File: src/rtl/mic_mux_pkg.sv
// Shared definitions for the 2-mic time-multiplexed nibble link (transmitter and demultiplexer).
// Stream word layout: [NIB_MSB:NIB_LSB] = nibble (sample MSB-first), [TAG_BIT] = channel tag.
package mic_mux_pkg;

  localparam int unsigned SAMPLE_W  = 16;
  localparam int unsigned NIB_W     = 4;
  localparam int unsigned NUM_CH    = 2;
  localparam int unsigned WPC       = SAMPLE_W / NIB_W;
  localparam int unsigned FRAME_LEN = NUM_CH * WPC;

  localparam int unsigned TAG_BIT = 0;
  localparam int unsigned NIB_LSB = 1;
  localparam int unsigned NIB_MSB = NIB_W;

  typedef logic [NIB_W:0]      mux_word_t;
  typedef logic [SAMPLE_W-1:0] sample_t;

  typedef enum logic [1:0] {
    HUNT    = 2'd0,
    ACQUIRE = 2'd1,
    LOCKED  = 2'd2
  } demux_state_t;

  // Pack a nibble and its channel tag into one stream word.
  function automatic mux_word_t mux_word(input logic [NIB_W-1:0] nib, input logic tag);
    return {nib, tag};
  endfunction

endpackage

File: src/rtl/demultiplexer.sv
// Receive end of the 2-mic nibble stream: finds frame alignment from the tag pattern
// 0,0,0,0,1,1,1,1, rebuilds both 16-bit samples and presents them as a parallel pair.
// Ports:
//   clk, rst   clock and synchronous active-high reset
//   in_data    stream word, [NIB_W:1] nibble MSB-first, [0] channel tag
//   out_data   [0] tag-0 sample, [1] tag-1 sample; held until the next out_valid
//   out_valid  one-cycle pulse for a new out_data pair
//   locked     high while the FSM is in LOCKED
//   sync_err   one-cycle pulse on a tag mismatch in ACQUIRE/LOCKED
//   err_count  saturating count of sync_err pulses
module demultiplexer
  import mic_mux_pkg::*;
#(
  parameter int unsigned LOCK_FRAMES = 2,
  parameter int unsigned ERR_CNT_W   = 8
) (
  input  logic                 clk,
  input  logic                 rst,
  input  logic [NIB_W:0]       in_data,
  output logic [SAMPLE_W-1:0]  out_data [NUM_CH],
  output logic                 out_valid,
  output logic                 locked,
  output logic                 sync_err,
  output logic [ERR_CNT_W-1:0] err_count
);

  localparam int unsigned POS_W = $clog2(FRAME_LEN);
  localparam int unsigned GF_W  = $clog2(LOCK_FRAMES + 1);
  localparam int unsigned SH_W  = SAMPLE_W - NIB_W;

  demux_state_t         state, state_nxt;
  logic [POS_W-1:0]     pos, pos_nxt;
  logic [GF_W-1:0]      good_frames, good_frames_nxt;
  logic                 prev_tag;
  sample_t              shreg [NUM_CH];
  sample_t              shreg_nxt [NUM_CH];
  sample_t              out_data_nxt [NUM_CH];
  logic                 out_valid_nxt, sync_err_nxt;
  logic [ERR_CNT_W-1:0] err_count_nxt;

  logic                 tag, sof, exp_tag, last_pos;
  logic [NIB_W-1:0]     nib;
  sample_t              shift0, shift1;

  assign tag      = in_data[TAG_BIT];
  assign nib      = in_data[NIB_MSB:NIB_LSB];
  assign sof      = prev_tag & ~tag;
  assign exp_tag  = (pos >= POS_W'(WPC));
  assign last_pos = (pos == POS_W'(FRAME_LEN - 1));
  assign shift0   = {shreg[0][SH_W-1:0], nib};
  assign shift1   = {shreg[1][SH_W-1:0], nib};

  // State register.
  always_ff @(posedge clk) begin
    if (rst) state <= HUNT;
    else     state <= state_nxt;
  end

  // Next-state, datapath and output decode.
  always_comb begin
    state_nxt       = state;
    pos_nxt         = pos;
    good_frames_nxt = good_frames;
    shreg_nxt       = shreg;
    out_data_nxt    = out_data;
    out_valid_nxt   = 1'b0;
    sync_err_nxt    = 1'b0;
    err_count_nxt   = err_count;

    case (state)
      HUNT: begin
        if (sof) begin
          shreg_nxt[0]    = shift0;
          pos_nxt         = POS_W'(1);
          good_frames_nxt = '0;
          state_nxt       = ACQUIRE;
        end
      end

      ACQUIRE, LOCKED: begin
        if (tag != exp_tag) begin
          // Checked before any emit, so a bad last word drops the whole frame.
          sync_err_nxt = 1'b1;
          if (err_count != '1) err_count_nxt = err_count + ERR_CNT_W'(1);
          good_frames_nxt = '0;
          if (sof) begin
            // The offending word starts a new frame; restart acquisition on it.
            shreg_nxt[0] = shift0;
            pos_nxt      = POS_W'(1);
            state_nxt    = ACQUIRE;
          end else begin
            pos_nxt   = '0;
            state_nxt = HUNT;
          end
        end else begin
          if (tag) shreg_nxt[1] = shift1;
          else     shreg_nxt[0] = shift0;

          if (last_pos) begin
            pos_nxt = '0;
            if (state == LOCKED) begin
              out_data_nxt[0] = shreg[0];
              out_data_nxt[1] = shift1;
              out_valid_nxt   = 1'b1;
            end else begin
              good_frames_nxt = good_frames + GF_W'(1);
              // The frame that completes the lock count is emitted too.
              if (good_frames == GF_W'(LOCK_FRAMES - 1)) begin
                state_nxt       = LOCKED;
                out_data_nxt[0] = shreg[0];
                out_data_nxt[1] = shift1;
                out_valid_nxt   = 1'b1;
              end
            end
          end else begin
            pos_nxt = pos + POS_W'(1);
          end
        end
      end

      default: begin
        state_nxt = HUNT;
        pos_nxt   = '0;
      end
    endcase
  end

  // Datapath and registered outputs.
  always_ff @(posedge clk) begin
    if (rst) begin
      pos         <= '0;
      good_frames <= '0;
      prev_tag    <= 1'b0;
      shreg       <= '{default: '0};
      out_data    <= '{default: '0};
      out_valid   <= 1'b0;
      locked      <= 1'b0;
      sync_err    <= 1'b0;
      err_count   <= '0;
    end else begin
      pos         <= pos_nxt;
      good_frames <= good_frames_nxt;
      prev_tag    <= tag;
      shreg       <= shreg_nxt;
      out_data    <= out_data_nxt;
      out_valid   <= out_valid_nxt;
      locked      <= (state_nxt == LOCKED);
      sync_err    <= sync_err_nxt;
      err_count   <= err_count_nxt;
    end
  end

endmodule

File: config.mk
export PLATFORM = sky130hd
export DESIGN_NAME = demultiplexer
export DESIGN_NICKNAME = d
export VERILOG_FILES = /design/src/rtl/mic_mux_pkg.sv /design/src/rtl/demultiplexer.sv
export SDC_FILE = /design/constraint.sdc
export NUM_CORES = 1
export LEC_CHECK = 0
export CORE_MARGIN = 2
export CORE_UTILIZATION = 30
export CTS_BUF_LIST = sky130_fd_sc_hd__clkbuf_8
export CTS_CLUSTER_DIAMETER = 60
export DETAILED_ROUTE_END_ITERATION = 16
export PLACE_DENSITY = 0.46
export SETUP_SLACK_MARGIN = 0.4
export SLEW_MARGIN = 5
export SYNTH_ARGS = -nofsm -noshare
export SYNTH_HDL_FRONTEND = slang
export SYNTH_SLANG_ARGS = --single-unit
File: constraint.sdc
create_clock -name clk -period 1.94 [get_ports clk]
set_input_delay 0.388 -clock clk [delete_from_list [all_inputs] [get_ports clk]]
set_output_delay 0.388 -clock clk [all_outputs]
set_load 0.02 [all_outputs]
**Word-level counts from Yosys, hierarchy flattened**

Index checks and enable logic that the tools add are counted.

- Register bits after elaboration: 79
- Word-level logic and storage cells: 69
- Output and inout bits: 43

- Reduce and logical (&&, ||, !) cells: 11
- Bitwise operators: 5
- Eq/ne operators: 11
- Multiplexer cells: 26
- Magnitude comparators: 1
- Add/sub/neg operators: 3

Operator list:

| cell | count |
|---|---|
| two-way mux 32 bit | 2 |
| two-way mux 16 bit | 3 |
| one-hot mux 16 bit (2 select lines) | 1 |
| two-way mux 2 bit | 9 |
| two-way mux 3 bit | 3 |
| inequality test 3 bit (second input constant) | 3 |
| adder 8 x 1 -> 8 bit (second input constant) | 1 |
| inequality test 8 bit (second input constant) | 1 |
| one-hot mux 2 bit (2 select lines) | 2 |
| AND reduction 4 bit | 2 |
| one-hot mux 3 bit (2 select lines) | 1 |
| AND reduction 3 bit | 2 |
| two-way mux 1 bit | 5 |
| equality test 2 x 1 -> 1 bit (second input constant) | 2 |
| equality test 2 bit (second input constant) | 2 |
| NOT 1 bit | 4 |
| nonzero test 2 bit | 2 |
| OR reduction 2 bit | 2 |
| OR reduction 4 bit | 1 |
| adder 3 x 1 -> 3 bit (second input constant) | 1 |
| equality test 3 bit (second input constant) | 1 |
| greater-or-equal comparator 3 bit (second input constant) | 1 |
| adder 2 x 1 -> 2 bit (second input constant) | 1 |
| logical NOT 2 bit | 1 |
| 4 further kinds | 4 |

**Longest topological paths before layout**

Gate-level depths: netlist of run 1.

- Depth in word-level cells: 7
- Gate-level depth with buffers: 10
- Mapped depth without buffers: 6

**Worst setup path before layout of run 1**

No wires, ideal clock.

- Kind: input port to flip-flop
- Start point: in in_data[0]
- End point: reg out_data[22] in the netlist's numbering
- Arrival time: 1602 ps
- Required time: 1799 ps
- Cell stages on the path: 8
- Slack: 198 ps
- Setup time: 141 ps
- Cell sequence: ha_1 nand2b_4 buf_6 or2_1 buf_6 buf_8 nand2_2 a21oi_2

- Longest elaborated chain between the ends: 3

RTL lines:

| item | line | text |
|---|---|---|
| start, declared | demultiplexer.sv:19 | `input logic [NIB_W:0] in_data,` |
| inequality test 1 bit | demultiplexer.sv:81 | `if (tag != exp_tag) begin` |
| NOT 1 bit (no line) | - |  |
| AND reduction 4 bit (no line) | - |  |
| end signal, assigned | demultiplexer.sv:145 | `out_data <= out_data_nxt;` |
| end, declared | demultiplexer.sv:20 | `output logic [SAMPLE_W-1:0] out_data [NUM_CH],` |

Every way passes these cells.
A chain may end at the register's enable or synchronous reset.

**Final worst setup path of run 1**

- Start point: reg state[0]
- End point: reg good_frames[0]

- Longest elaborated chain between the ends: 4

RTL lines:

| item | line | text |
|---|---|---|
| start, declared | demultiplexer.sv:31 | `demux_state_t state, state_nxt;` |
| start signal, assigned | demultiplexer.sv:56 | `else state <= state_nxt;` |
| equality test 2 bit or equality test 2 x 1 -> 1 bit (tied branches) | demultiplexer.sv:70, demultiplexer.sv:101 |  |
| OR reduction 2 bit | demultiplexer.sv:70 | `case (state)` |
| inequality test 3 bit (no line) or nonzero test 2 bit (tied branches) | - |  |
| AND reduction 4 bit (no line) | - |  |
| end signal, assigned | demultiplexer.sv:142 | `good_frames <= good_frames_nxt;` |
| end, declared | demultiplexer.sv:33 | `logic [GF_W-1:0] good_frames, good_frames_nxt;` |

Parallel ways exist; a longest one is shown, timed or not.

==> results of run 1 <==
[metal layers]
metal / up-vias / track usage [%] / share of wire [%]
met5: - / 0 / 0
met3: 9 / 3.41 / 3.3
met2: 42 / 20.8 / 45
met1: 1209 / 18.3 / 50
li1: 1368 / - / -
met4: 0 / 5.22 / 1.5
[critical path: stages, from the launching register on]
cell and delay (ns):
dfxtp_2 0.34, inv_2 0.05, ha_4 0.30, buf_12 0.11, nand2b_4 0.07, buf_4 0.14, buf_6 0.10, o221a_4 0.22
mux2i_1 0.17, nor2_1 0.05
[repair_timing]
action                     CTS  global route
setup buffers               15             1
setup endpoints to repair  107            78
pin swaps                   10             3
gates resized for setup     75            18
hold endpoints to repair     0             0
cloned                       4             2
[synthesized netlist by cell type (3+ instances only)]
library cell / count
a21oi_1: 33
a21oi_2: 18
buf_1: 3
buf_2: 6
buf_6: 5
clkbuf_1: 7
dfxtp_1: 79
ha_1: 8
inv_1: 5
mux2i_1: 19
nand2_1: 74
nand2_2: 19
nand2b_1: 21
nand3_1: 3
nor2_1: 14
nor2b_1: 6
nor3_1: 4
o211ai_1: 3
xor2_1: 3
[path summary, 6_finish.rpt]
| kind | to | start | slack [ns] |
|---|---|---|---|
| hold / removal | out_data[23] | out_data[23] | 0.45 |
| setup reg to reg | good_frames[0] | state[0] | 0.25 |
| hold reg to reg | out_data[23] | out_data[23] | 0.45 |
| setup / recovery | good_frames[0] | state[0] | 0.25 |
[cells in the final DEF, fill, tap and decap left out, drive strengths merged, types with 2 or more instances in the layout]
cell / n
a21oi: 51
nand2b: 22
ha: 8
or2: 2
nand3b: 2
clkbuf: 15
nand4: 2
mux2i: 19
buf: 35
clkdlybuf4s15: 4
o211ai: 3
o21ai: 5
nor2b: 6
dlygate4sd2: 38
inv: 6
bufbuf: 2
xor2: 3
dfxtp: 79
nor2: 16
clkinv: 3
nand3: 3
clkdlybuf4s50: 4
nand2: 93
nor3: 4
and2: 3
[through the flow]
| step | hold WS, ns | area [um^2] | setup TNS [ns] |
|---|---|---|---|
| after floorplan | 0.437 | 3340 | 0 |
| after global placement | 0.443 | 4020 | -5.48 |
| after detailed placement | 0.444 | 4020 | -6.38 |
| after CTS | 0.454 | 4470 | 0 |
| after global routing | 0.476 | 4580 | 0 |
| final | 0.451 | 4580 | 0 |
[state kept, by name (all words and copies together) (netlist names)]
name,cells
good_frames,2
shift0,12
pos,3
shift1,12
prev_tag,1
out_data,32
state,2
sync_err,1
err_count,8
locked,1
shreg,4
out_valid,1
[cells by family after synthesis]
group	synth area share [%]
compound gates	13.7
fa+ha+maj	3.03
flops	47.8
xor+xnor	1.06
simple gates	23.3
mux	5.75
buf+inv	5.37
[layout make-up]
cell class,count,share of cell area [%]
clock inverter,5,0.738
inverter,5,0.410
tap,140,3.83
sequential,79,34.6
timing repair buffer,87,20.3
clock buffer,11,3.31
multi-input combinational,257,36.9
[power by group through the flow]
stage	clock network, mW	registers [mW]	logic (mW)
after CTS	1.18	1.64	0.194
after global routing	1.26	1.64	0.214
final	1.14	1.64	0.198
after floorplan	0	1.68	0.106
after global placement	0	1.68	0.164
after detailed placement	0	1.68	0.165
==> summary.md, run 1 <==
| Metric | Value |
|---|---|
| Status | `completed` |
| Final Cycle Share | `between 80% and 90%` |
| Antenna-violating nets left | `0` |
| Post-synthesis cell type count | `47` |
| Max-slew violations | `0` |
| Hold depth | `2` |
| Max Root-Sink Buffers | `2` |
| Fraction of layout cells with a size suffix above 1 | `28.6%` |
| Register area | `1580 um^2` |
| NetSw | `0.716 mW` |
| Crit-path max FO | `6` |
| Buffers on Ports | `49` |
| TritonCTS buffer count | `9` |
| Largest net degree at the start of global routing | `42` |
| Pre-CTS setup slack | `-0.163 ns` |
| Number of synthesized flops with an enable pin | `0` |
| Relative slew slack | `a little under half` |
| Clock share of power | `38.3%` |
| P per Cell Area | `between 600 and 700 nW/um^2` |
| CP Class | `reg2reg` |
| Reg2reg path depth | `9` |
| WP data arrival | `1.90 ns` |
| Ant diodes | `0` |
| Mapped Area | `3310 um^2` |
| P_int | `approximately 2.3 mW` |
| Leakage power | `1.84 nW` |
| HPWL after DPL | `4.65 mm` |
| GRT Total Usage | `13.6%` |
| Vias | `2628` |
| Ys async rst share | `0%` |
| First-pass DRT Iterations | `4` |
| Sequential Power Share | `55.0%` |
| First-pass GRT wire length | `12.4 mm` |
| H-tree level count | `3` |
| CTS tree | `done` |
| Syn nets | `379` |
| Hold Crit Class | `reg2reg` |
| Initial core utilization | `30.7%` |
| Synth Register Bits | `79` |
| Cell taking the most area after synthesis | `dfxtp_1` |
| Vias per cell | `4.50` |
| Setup crit end kind | `register` |
| Initial antenna violation count | `0` |
| Reg clk slew, reported paths | `0.08 ns` |
| Combinational share of power | `6.7%` |
| Final nets | `454` |
| Final Setup Violations | `0` |
| Worst Path Required | `2.15 ns` |
| Vert. Die Dim | `109 um` |
| # fillers | `1067` |
| I/O pin cnt | `50` |
| Die Area | `approximately 12000 um^2` |
| Synth top area share | `47.8%` |
| Final Hold Violating Endpoints | `0` |
| Sequential area share after synthesis | `47.8%` |
| Max IR drop VDD | `0.000264 V` |
| Initial DRC Count | `67` |
| Core Area | `~11000 um^2` |
| Pwr Total | `2.98 mW` |
| Mean cell area of the mapped netlist | `9.09 um^2` |
| Area Overhead vs Synth | `38.4%` |
| Switching Fraction | `24.0%` |
| Cells after Synth | `~360` |
| Global route overflow | `0` |
| Die X | `109 um` |
| Max Freq | `590 MHz` |
| Multi-input logic area | `1690 um^2` |
| Placed cells | `546` |
| Global placement routability congestion | `0.750` |
| RSZ-0062 raised after global routing | `true` |
| Wire per inst | `13.1 um` |
| Max Cap Viol | `0` |
| Residual DRC | `0` |
| Fin cells | `584` |
| # hold bufs at CTS | `0` |
| Setup WS post-layout | `about 0.25 ns` |
| CTS Sinks | `79` |
| # rows | `38` |
| Setup crit start kind | `register` |
| Final WL | `around 7.6 mm` |
| Tmin final | `1.69 ns` |
| Dominant synthesized flop cell | `dfxtp_1` |
| Skew final | `0.0124 ns` |
| Fin util | `42.4%` |
| Ys Warns | `0` |
| CTS root buffer | `clkbuf_8` |
| Dominant cells by area after synthesis | `dfxtp_1, nand2_1, mux2i_1` |
| Worst-Skew Late Latency | `between 0.3 and 0.4 ns` |
| Worst Tran Pin Value | `just over 0.8 ns` |
| Vias in the first global route | `2502` |
Power figures use the tool's default switching activity.
==> run 2: changes to the inputs <==
--- a/config.mk
+++ b/config.mk
@@ -5,11 +5,14 @@
 export SDC_FILE = /design/constraint.sdc
 export NUM_CORES = 1
 export LEC_CHECK = 0
+export CORE_ASPECT_RATIO = 2
 export CORE_MARGIN = 2
 export CORE_UTILIZATION = 30
 export CTS_BUF_LIST = sky130_fd_sc_hd__clkbuf_8
 export CTS_CLUSTER_DIAMETER = 60
+export CTS_CLUSTER_SIZE = 28
 export DETAILED_ROUTE_END_ITERATION = 16
+export GPL_TIMING_DRIVEN = 0
 export PLACE_DENSITY = 0.46
 export SETUP_SLACK_MARGIN = 0.4
 export SLEW_MARGIN = 5
==> summary.md, run 2 (synthesis gave the netlist of run 1 again) <==
| Metric | Value |
|---|---|
| Status | `completed` |
| Vert. Die Dim | `153 um` |
| Fraction of layout cells with a size suffix above 1 | `between 30% and 40%` |
| Die Area | `11900 um^2` |
| Residual DRC | `0` |
| Final WL | `between 8 and 9 mm` |
| P per Cell Area | `641 nW/um^2` |
| Crit path max-delay family | `buffers and inverters` |
| Hold Path Origin | `rst` |
| Wire per inst | `14.4 um` |
| TritonCTS buffer count | `9` |
| Vias | `approximately 2800` |
| Setup crit end kind | `register` |
| Skew final | `approximately 0.011 ns` |
| Global placement routability congestion | `0.762` |
| R2R setup slack | `between 0.1 and 0.15 ns` |
| Worst-Skew Late Latency | `between 0.3 and 0.4 ns` |
| Max Cap Viol | `0` |
| Reg-to-reg endpoint | `out_data[15]` |
| Slowest cell on the critical path | `dfxtp_2` |
| Final nets | `471` |
| CP bufs+invs | `6` |
| Max IR drop VDD | `0.000301 V` |
| Reg-to-reg critical path startpoint | `state[0]` |
| H-tree level count | `3` |
| Die X | `around 78 um` |
| Final Cycle Share | `approximately 90%` |
| Hold slack | `0.365 ns` |
| Ant diodes | `0` |
| Initial core utilization | `30.6%` |
| Most frequent cells in the layout | `dfxtp_1, nand2_1, nand2_4` |
| Most common cell after layout, fill and taps aside | `dfxtp_1` |
| CTS Sinks | `between 70 and 80` |
| Buffers on Ports | `48` |
| Max Freq | `556 MHz` |
| Core Area | `between 10000 and 15000 um^2` |
| Max Root-Sink Buffers | `2` |
| Relative slew slack | `50.7%` |
| Worst Tran Pin Value | `0.739 ns` |
| Tmin final | `1.80 ns` |
| Initial antenna violation count | `0` |
| WP data arrival | `roughly 2.0 ns` |
| First-pass DRT Iterations | `4` |
| Antenna-violating nets left | `0` |
| Max reg flops | `32` |
| Hold Crit Class | `in2reg` |
| HPWL after DPL | `5.57 mm` |
| Worst Path Required | `2.17 ns` |
| Vias in the first global route | `about 2900` |
| Largest stage delay on the critical path | `around 0.34 ns` |
| GRT Total Usage | `between 10 and 15%` |
| First-pass GRT wire length | `13.9 mm` |
| I/O pin cnt | `50` |
| Worst-path cell chain | `inv_2 > ha_4 > buf_8 > nand2b_4 > buf_8 > or2_4 > buf_12 > buf_12 > buf_16 > nand2_2 > a21oi_1` |
| Setup crit start kind | `register` |
| CTS tree | `done` |
| Crit-path max FO | `8` |
| RSZ-0062 raised after global routing | `true` |
| Hold depth | `2` |
| Area Overhead vs Synth | `52.2%` |
| Final Setup Violations | `0` |
| CP Class | `reg2reg` |
| Initial DRC Count | `102` |
| Reg2reg path depth | `11` |
| Final Hold Violating Endpoints | `0` |
| Hold EP | `prev_tag` |
| # rows | `54` |
| Vias per cell | `4.64` |
| Global route overflow | `0` |
| Most flop-heavy register | `out_data` |
| Pwr Total | `3.23 mW` |
| Largest net degree at the start of global routing | `15` |
| Max-slew violations | `0` |
| Reg clk slew, reported paths | `0.08 ns` |
| Leakage power | `2.03 nW` |
| CTS root buffer | `clkbuf_8` |
## run 2: changes by cell type in the layout (fill, tap and decap cells not counted), sizes merged
| cell | before | now |
|---|---|---|
| clkdlybuf4s15 | 4 | 9 |
| bufinv | 0 | 2 |
| clkinvlp | 1 | 2 |
| dlygate4sd2 | 38 | 30 |
| inv | 6 | 5 |
| bufbuf | 2 | 0 |
| clkbuf | 15 | 20 |
| buf | 35 | 50 |
## run 2: layout make-up
| class | instances | area, um^2 |
|---|---|---|
| tap | 140 | 175 |
| timing repair buffer | 81 | 796 |
| fill | 1075 | 5780 |
| clock buffer | 9 | 124 |
| clock inverter | 7 | 97.6 |
| buffer | 23 | 228 |
| inverter | 5 | 18.8 |
| multi-input combinational | 257 | 2010 |
| sequential | 79 | 1590 |
## run 2: routing by layer
layer  track usage [%]  vias to the layer above  part of all wire [%]
met4              7.27                        0                   2.8
met1              15.1                     1334                    38
li1                  -                     1397                     -
met5                 0                        -                     0
met3              3.97                       13                   3.6
met2              27.3                       47                    56
## run 2: through the flow
step	utilization [%]	instances	setup slack [ns]	cell area (um^2)	setup TNS [ns]
final	46.6	601	0.143	5030	0
after global routing	46.6	601	0.0778	5030	0
after global placement	36.9	552	-0.351	3990	-13.97
after CTS	43.6	594	0.153	4720	0
after detailed placement	36.9	552	-0.362	3990	-15.05
after floorplan	-	364	0.304	3340	0
## run 2: worst max path at each step
stage | depth (start not counted) | endpoint | slack (ns) | from
after floorplan | 10 | out_data[22] | 0.30 | state[0]
after global placement | 8 | out_data[27] | -0.35 | in_data[0]
after detailed placement | 8 | out_data[27] | -0.36 | in_data[0]
after CTS | 11 | out_data[13] | 0.15 | state[0]
after global routing | 11 | out_data[15] | 0.08 | state[0]
final | 11 | out_data[15] | 0.14 | state[0]
## run 2: where the power goes
part / total (mW) / internal (mW) / switching, mW
sequential: 1.64 / 1.63 / 0.00796
clock: 1.36 / 0.726 / 0.638
combinational: 0.225 / 0.109 / 0.116
total: 3.23 / 2.47 / 0.762
## run 2: timing repair
action | CTS | global route
setup buffers | 21 | 4
hold buffers | 0 | 0
gates cloned | 5 | 3
resized for setup | 130 | 87
pin swaps | 39 | 35
endpoints found under the setup margin | 113 | 87
hold endpoints to repair | 0 | 0
## run 2: worst register-to-register path, cell delays in order (launching register included)
cell and delay [ns]:
dfxtp_2 0.34, inv_2 0.05, ha_4 0.26, buf_8 0.09, nand2b_4 0.05, buf_8 0.12, or2_4 0.23, buf_12 0.15
buf_12 0.13, buf_16 0.13, nand2_2 0.05, a21oi_1 0.05
